==> src/rtl/axi_lite_cmd_master_pkg.sv <==
// rtl/axi_lite_cmd_master_pkg.sv - shared types and constants for the cmd/rsp to AXI4-Lite master
package axi_lite_cmd_pkg;

    typedef enum logic [2:0] {
        ST_IDLE    = 3'd0,
        ST_WR_REQ  = 3'd1,
        ST_WR_RESP = 3'd2,
        ST_RD_REQ  = 3'd3,
        ST_RD_RESP = 3'd4,
        ST_RSP     = 3'd5
    } cmd_state_t;

    localparam logic [1:0] RESP_OKAY   = 2'b00;
    localparam logic [1:0] RESP_SLVERR = 2'b10;

    localparam logic [8:0] GPIO_DATA = 9'h000;
    localparam logic [8:0] GPIO_TRI  = 9'h004;

endpackage

==> src/rtl/axi_lite_cmd_master.sv <==
// rtl/axi_lite_cmd_master.sv - cmd/rsp port to single AXI4-Lite transactions; optional AXI_LITE_CMD_TIMEOUT_EN
module axi_lite_cmd_master
    import axi_lite_cmd_pkg::*;
#(
    parameter int ADDR_W         = 9,
    parameter int DATA_W         = 32,
    parameter int TIMEOUT_CYCLES = 256
) (
    input  logic                  s_axi_aclk,
    input  logic                  s_axi_aresetn,

    input  logic                  cmd_valid,
    output logic                  cmd_ready,
    input  logic                  cmd_write,
    input  logic [ADDR_W-1:0]     cmd_addr,
    input  logic [DATA_W-1:0]     cmd_wdata,
    input  logic [DATA_W/8-1:0]   cmd_wstrb,

    output logic                  rsp_valid,
    input  logic                  rsp_ready,
    output logic [DATA_W-1:0]     rsp_rdata,
    output logic [1:0]            rsp_resp,

    output logic [ADDR_W-1:0]     m_axi_awaddr,
    output logic                  m_axi_awvalid,
    input  logic                  m_axi_awready,
    output logic [DATA_W-1:0]     m_axi_wdata,
    output logic [DATA_W/8-1:0]   m_axi_wstrb,
    output logic                  m_axi_wvalid,
    input  logic                  m_axi_wready,
    input  logic [1:0]            m_axi_bresp,
    input  logic                  m_axi_bvalid,
    output logic                  m_axi_bready,
    output logic [ADDR_W-1:0]     m_axi_araddr,
    output logic                  m_axi_arvalid,
    input  logic                  m_axi_arready,
    input  logic [DATA_W-1:0]     m_axi_rdata,
    input  logic [1:0]            m_axi_rresp,
    input  logic                  m_axi_rvalid,
    output logic                  m_axi_rready
);

    localparam logic [ADDR_W-1:0] ADDR_ALIGN = ~ADDR_W'(3);

    if (TIMEOUT_CYCLES < 1) begin : g_bad_timeout_cycles
        $error("axi_lite_cmd_master: TIMEOUT_CYCLES must be at least 1");
    end

    cmd_state_t state;

`ifdef AXI_LITE_CMD_TIMEOUT_EN
    localparam int               TO_W    = $clog2(TIMEOUT_CYCLES + 1);
    localparam logic [TO_W-1:0]  TO_LAST = TO_W'(TIMEOUT_CYCLES - 1);

    logic [TO_W-1:0] to_cnt;
    logic            to_hit;

    assign to_hit = (to_cnt == TO_LAST);
`endif

    always_ff @(posedge s_axi_aclk) begin
        if (!s_axi_aresetn) begin
            state         <= ST_IDLE;
            cmd_ready     <= 1'b0;
            rsp_valid     <= 1'b0;
            rsp_rdata     <= '0;
            rsp_resp      <= RESP_OKAY;
            m_axi_awaddr  <= '0;
            m_axi_awvalid <= 1'b0;
            m_axi_wdata   <= '0;
            m_axi_wstrb   <= '0;
            m_axi_wvalid  <= 1'b0;
            m_axi_bready  <= 1'b0;
            m_axi_araddr  <= '0;
            m_axi_arvalid <= 1'b0;
            m_axi_rready  <= 1'b0;
`ifdef AXI_LITE_CMD_TIMEOUT_EN
            to_cnt        <= '0;
`endif
        end else begin
            case (state)
                ST_IDLE: begin
                    if (cmd_valid && cmd_ready) begin
                        cmd_ready <= 1'b0;
                        if (cmd_write) begin
                            m_axi_awaddr  <= cmd_addr & ADDR_ALIGN;
                            m_axi_wdata   <= cmd_wdata;
                            m_axi_wstrb   <= cmd_wstrb;
                            m_axi_awvalid <= 1'b1;
                            m_axi_wvalid  <= 1'b1;
                            state         <= ST_WR_REQ;
                        end else begin
                            m_axi_araddr  <= cmd_addr & ADDR_ALIGN;
                            m_axi_arvalid <= 1'b1;
                            state         <= ST_RD_REQ;
                        end
                    end else begin
                        cmd_ready <= 1'b1;
                    end
                end

                // AW and W complete independently; leave only when neither is still pending.
                ST_WR_REQ: begin
                    if (m_axi_awready) m_axi_awvalid <= 1'b0;
                    if (m_axi_wready)  m_axi_wvalid  <= 1'b0;
                    if ((!m_axi_awvalid || m_axi_awready) && (!m_axi_wvalid || m_axi_wready)) begin
                        m_axi_bready <= 1'b1;
                        state        <= ST_WR_RESP;
`ifdef AXI_LITE_CMD_TIMEOUT_EN
                        to_cnt       <= '0;
`endif
                    end
                end

                ST_WR_RESP: begin
                    if (m_axi_bvalid) begin
                        m_axi_bready <= 1'b0;
                        rsp_resp     <= m_axi_bresp;
                        rsp_rdata    <= '0;
                        rsp_valid    <= 1'b1;
                        state        <= ST_RSP;
                    end
`ifdef AXI_LITE_CMD_TIMEOUT_EN
                    else if (to_hit) begin
                        m_axi_bready <= 1'b0;
                        rsp_resp     <= RESP_SLVERR;
                        rsp_rdata    <= '0;
                        rsp_valid    <= 1'b1;
                        state        <= ST_RSP;
                    end else begin
                        to_cnt <= to_cnt + 1'b1;
                    end
`endif
                end

                ST_RD_REQ: begin
                    if (m_axi_arready) begin
                        m_axi_arvalid <= 1'b0;
                        m_axi_rready  <= 1'b1;
                        state         <= ST_RD_RESP;
`ifdef AXI_LITE_CMD_TIMEOUT_EN
                        to_cnt        <= '0;
`endif
                    end
                end

                ST_RD_RESP: begin
                    if (m_axi_rvalid) begin
                        m_axi_rready <= 1'b0;
                        rsp_resp     <= m_axi_rresp;
                        rsp_rdata    <= m_axi_rdata;
                        rsp_valid    <= 1'b1;
                        state        <= ST_RSP;
                    end
`ifdef AXI_LITE_CMD_TIMEOUT_EN
                    else if (to_hit) begin
                        m_axi_rready <= 1'b0;
                        rsp_resp     <= RESP_SLVERR;
                        rsp_rdata    <= '0;
                        rsp_valid    <= 1'b1;
                        state        <= ST_RSP;
                    end else begin
                        to_cnt <= to_cnt + 1'b1;
                    end
`endif
                end

                // Raising cmd_ready on the way out keeps the zero-wait command period at 4 cycles.
                ST_RSP: begin
                    if (rsp_ready) begin
                        rsp_valid <= 1'b0;
                        cmd_ready <= 1'b1;
                        state     <= ST_IDLE;
                    end
                end

                default: begin
                    state <= ST_IDLE;
                end
            endcase
        end
    end

endmodule

==> config.mk <==
export PLATFORM = sky130hd
export DESIGN_NAME = axi_lite_cmd_master
export DESIGN_NICKNAME = d
export VERILOG_FILES = /design/src/rtl/axi_lite_cmd_master_pkg.sv /design/src/rtl/axi_lite_cmd_master.sv
export SDC_FILE = /design/constraint.sdc
export NUM_CORES = 1
export LEC_CHECK = 0
export ABC_AREA = 1
export ABC_CLOCK_PERIOD_IN_PS = 2300
export BUFFER_PORTS_ARGS = -buffer_cell sky130_fd_sc_hd__buf_2
export CAP_MARGIN = 30
export CORE_UTILIZATION = 30
export DETAILED_ROUTE_END_ITERATION = 7
export PLACE_DENSITY = 0.61
export SLEW_MARGIN = 30
export SYNTH_ARGS = -nofsm -noshare
export SYNTH_HDL_FRONTEND = slang
export SYNTH_SLANG_ARGS = --single-unit
export TNS_END_PERCENT = 10
==> constraint.sdc <==
create_clock -name s_axi_aclk -period 2.3 [get_ports s_axi_aclk]
set_input_delay 0.46 -clock s_axi_aclk [delete_from_list [all_inputs] [get_ports s_axi_aclk]]
set_output_delay 0.46 -clock s_axi_aclk [all_outputs]
set_load 0.01 [all_outputs]
==> metrics.txt <==
status=complete, no violations; pwr/cell area=983 mW/mm^2; top cells by area, synth=dfxtp_1, nor2_1, o21ai_0; total core area=0.0110 sq mm; first-pass GRT wire length=14000 um; synth unique cells=22; Reg2Reg Launch Point=state[2]$_SDFFE_PN0P_; fin crit period=1.68 ns; 1st-pass router iterations=4; final hold violation count=0; dpl cell area=0.00444 sq mm; Worst Skew=0.00392 ns; PnR worst setup slack=0.616 ns; crit path max fanout=45; share of cells above drive strength 1=35.0%; vias in the first global route=3020; slowest cell on the critical path=inv_2; FF+latch count, synth=94; port bufs=179; Ys Warns=0; clk slew on worst S/H paths=0.07 ns; Finished Cell Area=0.00478 sq mm; syn avg cell area=7.99 sq um; FILL cells=1127; CTS tree=built; VDD IR max=0.000463 V; Hold WC Path Type=primary input to register; initial antenna violation count=0; root buffer cell=clkbuf_16; reg-to-reg critical path endpoint=m_axi_wdata[15]$_SDFFE_PN0P_; DRT antenna net count=0; grt ovf=0; initial core utilization=31.5%; Worst Path Arrival=1.96 ns; kind of cell adding the most delay to the critical path=buffers and inverters; die height=110 um; CTS sink count=94; CTS hold repair buffers=0; CP dominant cell by count=nor2_1; die width=110 um; CP endpoint kind=register; Achievable Freq=594 MHz; Cells after Synth=434; Worst-Margin Slew=0.801 ns; mapped cell area=0.00347 sq mm; antenna fix cells=0; crit path kind=register to register; startpoint types=register; die area=0.0120 sq mm; largest net degree at the start of global routing=58; HP Start=cmd_wstrb[1]; Avg WL per Cell=12.3 um; Vias=3388; max_slew headroom=46.5%; crit-path max cell delay=0.58 ns; Finish-stage setup viols=0; Worst R2R Path Depth=6; P&R area growth vs syn=37.7%; Setup Buffers After CTS=0; DP HPWL=6530 um; gr usage total=15.4%; setup_tns=0 ns; P_leak=2.47 nW; drt via density=4.52; Final Net Count=695; Worst Hold Path EP=m_axi_wstrb[1]$_SDFFE_PN0P_; drt drc=0; crit-path cells=nor2_4 -> nand2_2 -> nor3_4 -> inv_2 -> nor2_1 -> nor2_1; period utilization=73.2%; initial DRC count=149; clk_lat worst skew=0.34 ns; maxcap violations=0; routability cong.=0.812; area share of the largest cell type after synthesis=54.2%; worst path bufs/invs=1; hold depth=3; WP data required=2.58 ns; Site Rows=38; CTS buffer count=9; RSZ-0062 raised after global routing=false; # H-tree levels=3; io pins=186; Crit path depth=6; Seq/Total Area, Yosys=54.2%; Resized Gates After CTS=0; cell taking the most area after synthesis=dfxtp_1; pre-CTS WS=0.579 ns; max-slew violations=0; reg2reg setup slack=0.62 ns; CTS Buffer Depth=2; DRT Wirelength=9210 um
[cell usage after synthesis]
| cell | number |
|---|---|
| nor2_2 | 3 |
| nor3_4 | 1 |
| clkbuf_2 | 1 |
| clkbuf_1 | 9 |
| inv_1 | 16 |
| nor2_4 | 1 |
| nand2_2 | 2 |
| nor2_1 | 140 |
| nand3_1 | 9 |
| buf_2 | 11 |
| nand4_1 | 1 |
| a21oi_2 | 1 |
| conb_1 | 1 |
| inv_2 | 3 |
| a21oi_1 | 10 |
| a22oi_1 | 32 |
| dfxtp_1 | 94 |
| o21ai_0 | 59 |
| nand2_1 | 31 |
| nand3_2 | 1 |
| nor3_2 | 1 |
| buf_4 | 7 |
[how the worst max path moves through the flow]
stage,from,to,slack [ns]
floorplan,state[2]$_SDFFE_PN0P_,rsp_rdata[0]$_SDFFE_PN0P_,0.93
global placement,cmd_valid,m_axi_awvalid$_SDFFE_PN0P_,0.63
detailed placement,cmd_valid,m_axi_wdata[21]$_SDFFE_PN0P_,0.58
CTS,state[2]$_SDFFE_PN0P_,m_axi_wdata[21]$_SDFFE_PN0P_,0.59
global route,state[2]$_SDFFE_PN0P_,m_axi_wdata[7]$_SDFFE_PN0P_,0.45
finish,state[2]$_SDFFE_PN0P_,m_axi_wdata[15]$_SDFFE_PN0P_,0.62
[cell type report]
| type | count | area (sq um) | share of cell area [%] |
|---|---|---|---|
| clock inverters | 5 | 81.3 | 1.70 |
| multi-input cells | 296 | 1380 | 28.9 |
| clock buffers | 11 | 253 | 5.29 |
| inverters | 19 | 71.3 | 1.49 |
| well taps | 140 | 175 | 3.67 |
| flip-flops and latches | 94 | 1880 | 39.4 |
| repair buffers | 184 | 933 | 19.5 |
[stage by stage]
stage          hold slack (ns)  util, %  std cells  total power, mW
2_1_floorplan            0.468        -        437             2.74
3_3_place_gp             0.431     40.3        733             3.09
3_5_place_dp             0.433     40.3        733             3.12
4_1_cts                  0.322     43.3        749             4.77
5_1_grt                  0.332     43.3        749             4.99
6_report                 0.336     43.3        749             4.69
[where the power goes]
part | leakage (nW) | switching [mW] | total, mW | internal [mW]
clock network | 0.162 | 0.615 | 1.63 | 1.01
logic | 1.55 | 0.693 | 1.11 | 0.421
registers | 0.762 | 0.127 | 1.95 | 1.83
[logic make-up (layout without fill, tap and decap cells)]
logic type | count (synthesis) | count (layout) | share of synthesized area (%)
buffers and inverters | 47 | 219 | 6.27
other | 1 | 4 | 0.108
and+or+nand+nor | 190 | 190 | 22.3
DFF | 94 | 94 | 54.2
AOI/OAI and AO/OA | 102 | 102 | 17.1
[worst register-to-register path: stages, from the launching register on]
cell and delay (ns):
dfxtp_1 0.55, nor2_4 0.08, nand2_2 0.11, nor3_4 0.05, inv_2 0.58, nor2_1 0.11, nor2_1 0.13
[sequential cells by signal, indices dropped and copies added (netlist names), 2 cells and up]
| name | cells |
|---|---|
| m_axi_wdata | 32 |
| rsp_rdata | 32 |
| m_axi_araddr | 7 |
| m_axi_awaddr | 7 |
| m_axi_wstrb | 4 |
| state | 3 |
| rsp_resp | 2 |
[placed cells by master (no fill, tap or decap), types with 9 or more instances in the layout]
cell / count
nand3_1: 9
nand2_1: 31
buf_2: 179
clkbuf_16: 9
a21oi_1: 10
o21ai_0: 59
nor2_1: 140
inv_1: 16
dfxtp_1: 94
a22oi_1: 32
[metal layers]
metal / track usage (%) / share of wire [%] / up-vias / wire length [um]
li1: - / - / 1751 / -
met3: 6.46 / 11 / 11 / 1020
met2: 25.4 / 45 / 148 / 4100
met4: 7.24 / 1.8 / 0 / 165
met5: 0 / 0 / - / 0
met1: 17.1 / 43 / 1478 / 3920
Note: power is estimated with default switching activity, not from simulation.
